File: config.mk
export PLATFORM = sky130hd
export DESIGN_NAME = topview_inverse
export DESIGN_NICKNAME = d
export VERILOG_FILES = /design/src/rtl/topview_inverse.sv
export SDC_FILE = /design/constraint.sdc
export NUM_CORES = 2
export LEC_CHECK = 0
export ABC_AREA = 1
export CAP_MARGIN = 10
export CORE_MARGIN = 2
export CORE_UTILIZATION = 24
export CTS_BUF_LIST = sky130_fd_sc_hd__clkbuf_4 sky130_fd_sc_hd__clkbuf_8
export CTS_CLUSTER_DIAMETER = 100
export DETAILED_ROUTE_END_ITERATION = 6
export PLACE_DENSITY_LB_ADDON = 0.3
export SETUP_SLACK_MARGIN = 0.2
export SYNTH_ARGS = -nofsm -noshare
export SYNTH_HDL_FRONTEND = slang
export SYNTH_SLANG_ARGS = --single-unit
File: constraint.sdc
create_clock -name clk -period 8.55 [get_ports clk]
set_input_delay 1.2825 -clock clk [delete_from_list [all_inputs] [get_ports clk]]
set_output_delay 1.2825 -clock clk [all_outputs]
set_load 0.02 [all_outputs]
File: src/rtl/topview_inverse.sv
// rtl/topview_inverse.sv - maps a top-view segment back into camera-image pixel coordinates
// One shared 32-step restoring divider serves u and v of both endpoints; latency is fixed.
module topview_inverse #(
    parameter int IN_WIDTH   = 640,
    parameter int IN_HEIGHT  = 480,
    parameter int OUT_WIDTH  = 180,
    parameter int OUT_HEIGHT = 480,
    parameter int SCALE      = 1,
    parameter int HC         = 5,
    parameter int DVC        = 45,
    parameter int F          = 210,
    parameter int CX         = IN_WIDTH / 2,
    parameter int CY         = IN_HEIGHT / 2,
    parameter int CXP        = OUT_WIDTH / 2,
    parameter int CYP        = OUT_HEIGHT / 2,
    parameter int COS_Q      = 61584,
    parameter int SIN_Q      = 22415
) (
    input  logic                          clk,
    input  logic                          rst,
    input  logic                          in_valid,
    output logic                          in_ready,
    input  logic signed [31:0]            in_start_h,
    input  logic signed [31:0]            in_start_v,
    input  logic signed [31:0]            in_end_h,
    input  logic signed [31:0]            in_end_v,
    output logic                          out_valid,
    input  logic                          out_ready,
    output logic [$clog2(IN_WIDTH):0]     out_start_h,
    output logic [$clog2(IN_HEIGHT):0]    out_start_v,
    output logic [$clog2(IN_WIDTH):0]     out_end_h,
    output logic [$clog2(IN_HEIGHT):0]    out_end_v,
    output logic                          out_clip,
    output logic                          out_behind
);

    localparam int WH = $clog2(IN_WIDTH) + 1;
    localparam int WV = $clog2(IN_HEIGHT) + 1;

    localparam logic signed [47:0] L_SCALE  = 48'(SCALE);
    localparam logic signed [47:0] L_DVC    = 48'(DVC);
    localparam logic signed [47:0] L_F      = 48'(F);
    localparam logic signed [47:0] L_COS    = 48'(COS_Q);
    localparam logic signed [47:0] L_SIN    = 48'(SIN_Q);
    localparam logic signed [47:0] L_CXP    = 48'(CXP);
    localparam logic signed [47:0] L_CYP    = 48'(CYP);
    localparam logic signed [47:0] L_HC_SIN = 48'(HC) * 48'(SIN_Q);
    localparam logic signed [47:0] L_HC_COS = 48'(HC) * 48'(COS_Q);
    localparam logic signed [33:0] L_CX     = 34'(CX);
    localparam logic signed [33:0] L_CY     = 34'(CY);
    localparam logic signed [33:0] L_UMAX   = 34'(IN_WIDTH - 1);
    localparam logic signed [33:0] L_VMAX   = 34'(IN_HEIGHT - 1);

    typedef enum logic [2:0] {S_IDLE, S_CALC, S_DIVU, S_DIVV, S_FIN, S_OUT} state_t;

    state_t                r_state;
    state_t                w_next;

    logic signed [31:0]    r_sh, r_sv, r_eh, r_ev;
    logic                  r_pt;
    logic signed [47:0]    r_xg, r_zc, r_yc;
    logic [4:0]            r_cnt;
    logic [48:0]           r_rem;
    logic [30:0]           r_quo;
    logic signed [32:0]    r_qu;
    logic [WH-1:0]         r_s_h, r_e_h, r_o_sh, r_o_eh;
    logic [WV-1:0]         r_s_v, r_e_v, r_o_sv, r_o_ev;
    logic                  r_clip, r_behind, r_o_clip, r_o_behind;

    logic signed [47:0]    w_px48, w_py48, w_xg, w_zg, w_zc, w_yc, w_num;
    logic                  w_num_neg;
    logic [47:0]           w_num_abs, w_den;
    logic [31:0]           w_num32, w_quo_nxt;
    logic [48:0]           w_trial, w_rem_nxt;
    logic                  w_ge;
    logic signed [32:0]    w_q_signed;
    logic signed [33:0]    w_u_raw, w_v_raw;
    logic                  w_u_lo, w_u_hi, w_v_lo, w_v_hi, w_behind, w_pt_clip;
    logic [WH-1:0]         w_u_fin;
    logic [WV-1:0]         w_v_fin;

    // Ground-plane point and camera-frame depth/height for the endpoint in progress
    assign w_px48 = r_pt ? 48'(r_eh) : 48'(r_sh);
    assign w_py48 = r_pt ? 48'(r_ev) : 48'(r_sv);
    assign w_xg   = (w_px48 - L_CXP) * L_SCALE;
    assign w_zg   = (L_CYP - w_py48) * L_SCALE + L_DVC;
    assign w_zc   = w_zg * L_COS + L_HC_SIN;
    assign w_yc   = L_HC_COS - w_zg * L_SIN;

    assign w_num     = (r_state == S_DIVV) ? (L_F * r_yc) : ((L_F * r_xg) <<< 16);
    assign w_num_neg = w_num[47];
    assign w_num_abs = w_num_neg ? -w_num : w_num;
    assign w_num32   = (|w_num_abs[47:32]) ? 32'hFFFF_FFFF : w_num_abs[31:0];
    assign w_den     = r_zc[47] ? -r_zc : r_zc;

    assign w_trial    = (r_rem << 1) | {48'd0, w_num32[5'd31 - r_cnt]};
    assign w_ge       = w_trial >= {1'b0, w_den};
    assign w_rem_nxt  = w_ge ? (w_trial - {1'b0, w_den}) : w_trial;
    assign w_quo_nxt  = {r_quo, w_ge};
    assign w_q_signed = w_num_neg ? -$signed({1'b0, w_quo_nxt}) : $signed({1'b0, w_quo_nxt});

    // Finalisation for the endpoint: v is taken straight from the last divider step
    assign w_u_raw   = L_CX + 34'(r_qu);
    assign w_v_raw   = L_CY + 34'(w_q_signed);
    assign w_u_lo    = w_u_raw < 34'sd0;
    assign w_u_hi    = w_u_raw > L_UMAX;
    assign w_v_lo    = w_v_raw < 34'sd0;
    assign w_v_hi    = w_v_raw > L_VMAX;
    assign w_behind  = r_zc[47] | (r_zc == 48'sd0);
    assign w_pt_clip = ~w_behind & (w_u_lo | w_u_hi | w_v_lo | w_v_hi);
    assign w_u_fin   = (w_behind | w_u_lo) ? '0 : (w_u_hi ? L_UMAX[WH-1:0] : w_u_raw[WH-1:0]);
    assign w_v_fin   = (w_behind | w_v_lo) ? '0 : (w_v_hi ? L_VMAX[WV-1:0] : w_v_raw[WV-1:0]);

    always_ff @(posedge clk) begin
        if (rst) r_state <= S_IDLE;
        else     r_state <= w_next;
    end

    always_comb begin
        w_next = r_state;
        case (r_state)
            S_IDLE: if (in_valid) w_next = S_CALC;
            S_CALC: w_next = S_DIVU;
            S_DIVU: if (r_cnt == 5'd31) w_next = S_DIVV;
            S_DIVV: if (r_cnt == 5'd31) w_next = r_pt ? S_FIN : S_CALC;
            S_FIN:  w_next = S_OUT;
            S_OUT:  if (out_ready) w_next = S_IDLE;
            default: w_next = S_IDLE;
        endcase
    end

    always_ff @(posedge clk) begin
        if (rst) begin
            r_sh <= '0; r_sv <= '0; r_eh <= '0; r_ev <= '0;
            r_pt <= 1'b0;
            r_xg <= '0; r_zc <= '0; r_yc <= '0;
            r_cnt <= '0; r_rem <= '0; r_quo <= '0; r_qu <= '0;
            r_s_h <= '0; r_s_v <= '0; r_e_h <= '0; r_e_v <= '0;
            r_clip <= 1'b0; r_behind <= 1'b0;
            r_o_sh <= '0; r_o_sv <= '0; r_o_eh <= '0; r_o_ev <= '0;
            r_o_clip <= 1'b0; r_o_behind <= 1'b0;
        end else begin
            case (r_state)
                S_IDLE: if (in_valid) begin
                    r_sh <= in_start_h; r_sv <= in_start_v;
                    r_eh <= in_end_h;   r_ev <= in_end_v;
                    r_pt <= 1'b0; r_clip <= 1'b0; r_behind <= 1'b0;
                end
                S_CALC: begin
                    r_xg <= w_xg; r_zc <= w_zc; r_yc <= w_yc;
                    r_cnt <= '0; r_rem <= '0;
                end
                S_DIVU, S_DIVV: begin
                    r_rem <= w_rem_nxt;
                    r_quo <= w_quo_nxt[30:0];
                    r_cnt <= r_cnt + 5'd1;
                    if (r_cnt == 5'd31) begin
                        r_rem <= '0;
                        if (r_state == S_DIVU) begin
                            r_qu <= w_q_signed;
                        end else begin
                            if (r_pt) begin r_e_h <= w_u_fin; r_e_v <= w_v_fin; end
                            else      begin r_s_h <= w_u_fin; r_s_v <= w_v_fin; end
                            r_clip   <= r_clip | w_pt_clip;
                            r_behind <= r_behind | w_behind;
                            r_pt     <= 1'b1;
                        end
                    end
                end
                S_FIN: begin
                    r_o_sh <= r_s_h; r_o_sv <= r_s_v;
                    r_o_eh <= r_e_h; r_o_ev <= r_e_v;
                    r_o_clip <= r_clip; r_o_behind <= r_behind;
                end
                default: ;
            endcase
        end
    end

    assign in_ready    = (r_state == S_IDLE);
    assign out_valid   = (r_state == S_OUT);
    assign out_start_h = r_o_sh;
    assign out_start_v = r_o_sv;
    assign out_end_h   = r_o_eh;
    assign out_end_v   = r_o_ev;
    assign out_clip    = r_o_clip;
    assign out_behind  = r_o_behind;

endmodule
# After elaboration in Yosys (flattened, before gate mapping)
# Index checks and enable logic that the tools add are counted.
# totals
register_bits	481
latch_bits	0
ramBits	0
rom_bits	0
inputBits	132
out_inout_bits	46
elab_cells	118
mem_count	0
# classes
add_sub_neg	13
mul	4
n_div	0
order_cmp	6
n_eq_ne	12
shifts	0
n_mux	33
bitwise	13
n_reduce_logical	12
# ops
operator	n
48-bit 2-to-1 mux	7
48-bit negation	2
48-bit one-hot mux with 2 select lines	1
34-bit by 1-bit less-than comparator with 1-bit output, second input constant	2
49-bit by 48-bit greater-or-equal comparator with 1-bit output	1
49-bit by 1-bit bitwise OR with 49-bit output	1
48-bit by 18-bit adder with 48-bit output, second input constant	1
48-bit by 7-bit adder with 48-bit output, second input constant	1
48-bit zero test	1
48-bit by 13-bit multiplier with 44-bit output, second input constant	1
48-bit by 16-bit multiplier with 48-bit output, second input constant	1
8-bit by 48-bit multiplier with 31-bit output, first input constant	1
8-bit by 48-bit multiplier with 47-bit output, first input constant	1
20-bit by 48-bit subtractor with 48-bit output, first input constant	1
48-bit subtractor	1
48-bit by 8-bit subtractor with 48-bit output, second input constant	1
9-bit by 48-bit subtractor with 48-bit output, first input constant	1
10-bit by 33-bit adder with 34-bit output, first input constant	1
9-bit by 33-bit adder with 34-bit output, first input constant	1
34-bit by 10-bit > comparator with 1-bit output, second input constant	1
34-bit by 11-bit > comparator with 1-bit output, second input constant	1
33-bit 2-to-1 mux	1
32-bit negation with 33-bit output	1
32-bit 2-to-1 mux	1
27 further kinds	61

# Longest topological paths before layout
# logic_depth
ltp_word	21
mapped_depth	66
mapped_depth_nobuf	65

# Worst setup path before layout
# No wires, ideal clock.
# synth_path
path_kind	register to register
from	reg r_pt
to	reg r_zc[47]
setup_time_ns	0.109
arrival_ns	8.101
required_time_ns	8.441
slack_ns	0.340
stages_incl_launch_ff	40
path_buffers	0
period_less_slack_ns	8.210
path_cell_list	dfxtp_1 -> o21ai_0 -> inv_1 -> ha_1 -> nand2_1 -> nand3_1 -> o21ai_1 -> nand3_1 -> nor2_1 -> nand2_1 -> nor2_1 -> nand3_1 -> xor2_1 -> inv_1 -> ha_1 -> inv_1 -> fa_1 -> inv_1 -> [4 not listed] -> a21oi_1 -> inv_1 -> a21oi_1 -> o31ai_1 -> a21oi_1 -> nand2_1 -> a21o_1 -> a21boi_0 -> xnor2_1 -> inv_1 -> nor2_1 -> nand2_1 -> nor4_1 -> nand4_1 -> nand3_1 -> nand3_1 -> nand2_1 -> inv_1
# synth_between
elab_chain_cells	5
# synth_rtl
element	line	rtl
from (decl)	60	logic r_pt;
from (signal assigned)	135	r_pt <= 1'b0;
from (signal assigned)	147	r_pt <= 1'b0; r_clip <= 1'b0; r_behind <= 1'b0;
from (signal assigned)	166	r_pt <= 1'b1;
48-bit 2-to-1 mux	84	assign w_py48 = r_pt ? 48'(r_ev) : 48'(r_sv);
via w_py48[1]	70	logic signed [47:0] w_px48, w_py48, w_xg, w_zg, w_zc, w_yc, w_num;
9-bit by 48-bit subtractor with 48-bit output	86	assign w_zg = (L_CYP - w_py48) * L_SCALE + L_DVC;
48-bit by 7-bit adder with 48-bit output	86	
48-bit by 13-bit multiplier with 44-bit output	87	assign w_zc = w_zg * L_COS + L_HC_SIN;
48-bit by 18-bit adder with 48-bit output	87	
to (signal assigned)	150	r_xg <= w_xg; r_zc <= w_zc; r_yc <= w_yc;
to (decl)	61	logic signed [47:0] r_xg, r_zc, r_yc;
# The timed path passes the listed nets, and every way through them passes these cells.
# A chain may end at the register's enable or synchronous reset.

# Worst setup path after layout
# layout_path
from	reg r_yc[11]
to	reg r_clip
# layout_between
elab_chain_cells	21
elab_cells_between_ends	22
classes_between	add/sub: 3; mul: 1; order compare: 3; mux: 9; bitwise: 5; reduce/logical: 1
# layout_rtl
element	line	rtl
from (decl)	61	
from (signal assigned)	150	
8-bit by 48-bit multiplier with 47-bit output *	90	assign w_num = (r_state == S_DIVV) ? (L_F * r_yc) : ((L_F * r_xg) <<< 16);
48-bit 2-to-1 mux *	90	
48-bit negation	92	assign w_num_abs = w_num_neg ? -w_num : w_num;
48-bit 2-to-1 mux	92	
16-bit OR reduction	93	assign w_num32 = (|w_num_abs[47:32]) ? 32'hFFFF_FFFF : w_num_abs[31:0];
32-bit 2-to-1 mux	93	
1-bit binary-select mux with 5-bit select	96	assign w_trial = (r_rem << 1) | {48'd0, w_num32[5'd31 - r_cnt]};
1-bit 2-to-1 mux (not written as such)	96	
[5 not listed]	n/a	
34-bit by 1-bit less-than comparator with 1-bit output	107	assign w_v_lo = w_v_raw < 34'sd0;
1-bit bitwise OR	110	assign w_pt_clip = ~w_behind & (w_u_lo | w_u_hi | w_v_lo | w_v_hi);
1-bit bitwise OR *	110	
1-bit bitwise AND *	110	
1-bit bitwise OR *	164	r_clip <= r_clip | w_pt_clip;
1-bit 2-to-1 mux *	159	if (r_state == S_DIVU) begin
1-bit 2-to-1 mux *	157	if (r_cnt == 5'd31) begin
1-bit one-hot mux with 2 select lines *	143	case (r_state)
to (signal assigned)	164	
to (decl)	68	logic r_clip, r_behind, r_o_clip, r_o_behind;
# Every way passes the cells marked *; elsewhere a longest branch is shown, timed or not. The select of a mux whose other input is x is not followed.

==> results by group <==
Finish
  • Filler Cell Count: 24,300
  • Final nets: 9,884
  • Area Growth Syn to Fin: 32.3%
  • Non-filler cells, final: 11,600
  • Share of layout cells above drive strength 1: 0.218

Routing
  • Initial DRT Pass Iterations: 5
  • # DRC: 0
  • DRT Wirelength: 176 mm
  • Avg Vias per Cell: 4.48
  • WL/cell: 15.2 um
  • Routed Antenna Nets: 0
  • Initial DRC Count: 2,786
  • DR vias: 52,100

STA
  • RSZ-0062 raised after global routing: true
  • Skew final: 75.4 ps
  • Post-layout min period: 8500 ps
  • Worst-Margin Slew: 1170 ps
  • Slew Limit Fails: 0
  • Setup Viol. Count Final: 0
  • Final hold slack: 452 ps
  • Slew Limit Headroom: 0.210
  • Final hold vios: 0
  • Setup_tns: 0 ps
  • Fmax: 118 MHz
  • Final worst-path cycle share: 0.994

Placement
  • Post-DP HPWL: 144 mm
  • Dpl cells: 11,400
  • Buffers added on ports: 175
  • Gpl congestion: 0.890

Min path
  • Worst min path class: flop to flop
  • WHS Path Cells: 2
  • Hold_sp: r_ev[23]$_SDFFE_PP0P_
  • Hold Path Sink: r_ev[23]$_SDFFE_PP0P_

Run status
  • Outcome: finished clean

Setup path
  • Crit-path max FO: 8
  • Worst path required time: 9260 ps
  • Slowest-stage cell, CP: fa_1
  • CP Class: flop to flop
  • Reg-to-reg critical path startpoint: r_yc[11]$_SDFFE_PP0P_
  • Crit. End Element: flop
  • Worst reg-to-reg path cell count: 59
  • Most common cell on crit path: nor2_1
  • CP arrival: 9210 ps
  • Startpoint types: flop
  • Worst path max stage delay: 540 ps
  • Reg2reg end: r_clip$_SDFFE_PP0P_
  • R2R Setup Slk: 50 ps

Synthesis
  • Post-Syn Instances: 7,377
  • Sequential fraction of the synthesis area: 0.165
  • Post-synth EDFFs: 0
  • Syn Std Cell Area: 55,200 sq um
  • Post-synthesis async set-or-reset flop share: 0
  • Synth cell types: 67
  • Synth Area per Inst: 7.48 sq um
  • Yosys warns: 0
  • Post-synthesis register bit count: 456
  • Syn nets: 8,716
  • Primary FF master, synth: dfxtp_1

Global route
  • Number of global-route vias before repair: 52,500
  • Total track usage: 0.149
  • Total gr overflow: 0
  • Largest net degree at the start of global routing: 149
  • Antenna violations before repair: 4
  • Global-route wire length before repair: 283 mm

Floorplan
  • Starting Density: 0.242
  • Die W: 483 um
  • Core box area: 228,000 sq um
  • Die area: 234,000 sq um
  • Row count: 175
  • Die Y: 483 um
  • I/O pin total: 178

Clock network
  • Worst skew pair latency: 850 ps
  • Clock transition at path regs: 60 ps
  • Longest Clk Path Bufs: 3
  • CTS root buf: clkbuf_8
  • CTS buffer count: 89
  • Clk sinks: 456
  • CTS tree: done
  • H-tree depth: 3

Flow run
  • Number of max-cap violations: 0
## registers in the layout, summed over array words and instances, names as in the netlist, 3 cells and up
signal / flops
r_sh: 31
out_end_h: 11
r_zc: 43
r_ev: 32
r_cnt: 5
r_yc: 47
out_end_v: 10
r_e_v: 10
r_xg: 31
r_rem: 48
r_quo: 31
r_sv: 32
r_s_h: 11
r_state: 3
r_s_v: 10
r_eh: 31
out_start_h: 11
out_start_v: 10
r_qu: 33
r_e_h: 11
## how the worst max path moves through the flow
stage	startpoint	endpoint	slack, ps
2_1_floorplan	r_pt$_SDFFE_PP0P_	r_zc[47]$_SDFFE_PP0P_	340
3_3_place_gp	r_yc[1]$_SDFFE_PP0P_	r_clip$_SDFFE_PP0P_	-620
3_5_place_dp	r_yc[1]$_SDFFE_PP0P_	r_clip$_SDFFE_PP0P_	-640
4_1_cts	r_yc[1]$_SDFFE_PP0P_	r_s_v[7]$_SDFFE_PP0P_	60
5_1_grt	r_yc[1]$_SDFFE_PP0P_	r_s_v[7]$_SDFFE_PP0P_	-500
6_report	r_yc[11]$_SDFFE_PP0P_	r_clip$_SDFFE_PP0P_	50
## through the flow
step	setup slack, ps	util	instance area [sq um]
2_1_floorplan	340	-	55200
3_3_place_gp	-620	0.296	67500
3_5_place_dp	-641	0.296	67500
4_1_cts	63.4	0.310	70700
5_1_grt	-495	0.320	73000
6_report	51.0	0.320	73000
## logic make-up (layout without fill, tap and decap cells)
logic type | Yosys count | after routing | share of synthesized area
AOI/OAI and AO/OA | 1462 | 1462 | 0.145
buffers and inverters | 1494 | 2728 | 0.104
adders and majority gates | 1207 | 1207 | 0.348
and+or+nand+nor | 2467 | 2467 | 0.191
DFF | 456 | 456 | 0.165
other | 0 | 3 | 0
xor gates and xnor gates | 291 | 291 | 0.0465
## final cells by class
type                    instances  area, sq um  share of cell area
repair buffers               1289        10300               0.141
multi-input cells            5427        42900               0.588
flip-flops and latches        456         9160               0.126
clock inverters                19          248             0.00339
inverters                    1282         4850              0.0664
diodes                          3         7.51            0.000103
well taps                    3009         3760              0.0516
clock buffers                 138         1730              0.0237
## Yosys cell counts (10+ instances only)
cell type,count,area [sq um]
inv_1,1244,4670
nand2_1,1221,4580
ha_1,661,8270
a21oi_1,623,3120
nor2_1,595,2230
fa_1,546,10900
o21ai_0,537,2690
dfxtp_1,456,9130
nand3_1,346,1730
xor2_1,190,1660
clkbuf_1,170,638
xnor2_1,99,867
nand4_1,94,588
nor3_1,77,385
o211ai_1,69,518
o21bai_1,61,458
a31oi_1,31,194
o21ai_1,31,155
inv_2,28,105
nor4_1,23,144
a21o_1,22,165
or2_2,18,113
buf_2,17,85.1
nand3b_1,16,120
nor2_2,16,100
o21a_1,16,120
nand2_2,14,87.6
o221ai_1,14,123
a21boi_0,12,90.1
o31ai_1,12,90.1
buf_1,10,37.5
## worst max-delay path, delay by kind of cell, from the launching register on
family / cells / cell delay [ps]
AO/OA/AOI/OAI: 5 / 660
adder cells (fa/ha/maj): 7 / 2270
buffers and inverters: 8 / 1090
flip-flops: 1 / 330
AND/OR/NAND/NOR: 39 / 3990
## cells in the final DEF (no fill, tap or decap), types with 70 or more instances in the layout
cell type,count
xor2_1,183
nand4_1,94
clkdlybuf4s50_1,173
fa_1,538
ha_1,604
inv_1,1223
nand2_1,1125
nor2_1,504
nor3_1,70
dfxtp_1,443
clkbuf_8,111
a21oi_1,555
o21ai_0,486
nand3_1,302
buf_4,1082
nand2_2,89
xnor2_1,96
## metal layers
layer | wire length [um] | part of all wire | GRT usage | vias up
met4 | 3240 | 0.018 | 0.0296 | 0
met2 | 81200 | 0.46 | 0.246 | 794
met5 | 0 | 0 | 0 | -
met3 | 5990 | 0.034 | 0.0159 | 171
li1 | - | - | - | 26200
met1 | 85900 | 0.49 | 0.208 | 24900
## repair_timing
action | CTS | global route
hold endpoints to repair | 0 | 0
buffers inserted | 52 | 49
gates resized for setup | 184 | 477
hold buffers | 0 | 0
cloned | 1 | 0
endpoints found under the setup margin | 77 | 80
pin swaps | 88 | 204
Power is not shown: default switching activity piles up to over one toggle a cycle in this logic, so the estimate is an artifact.
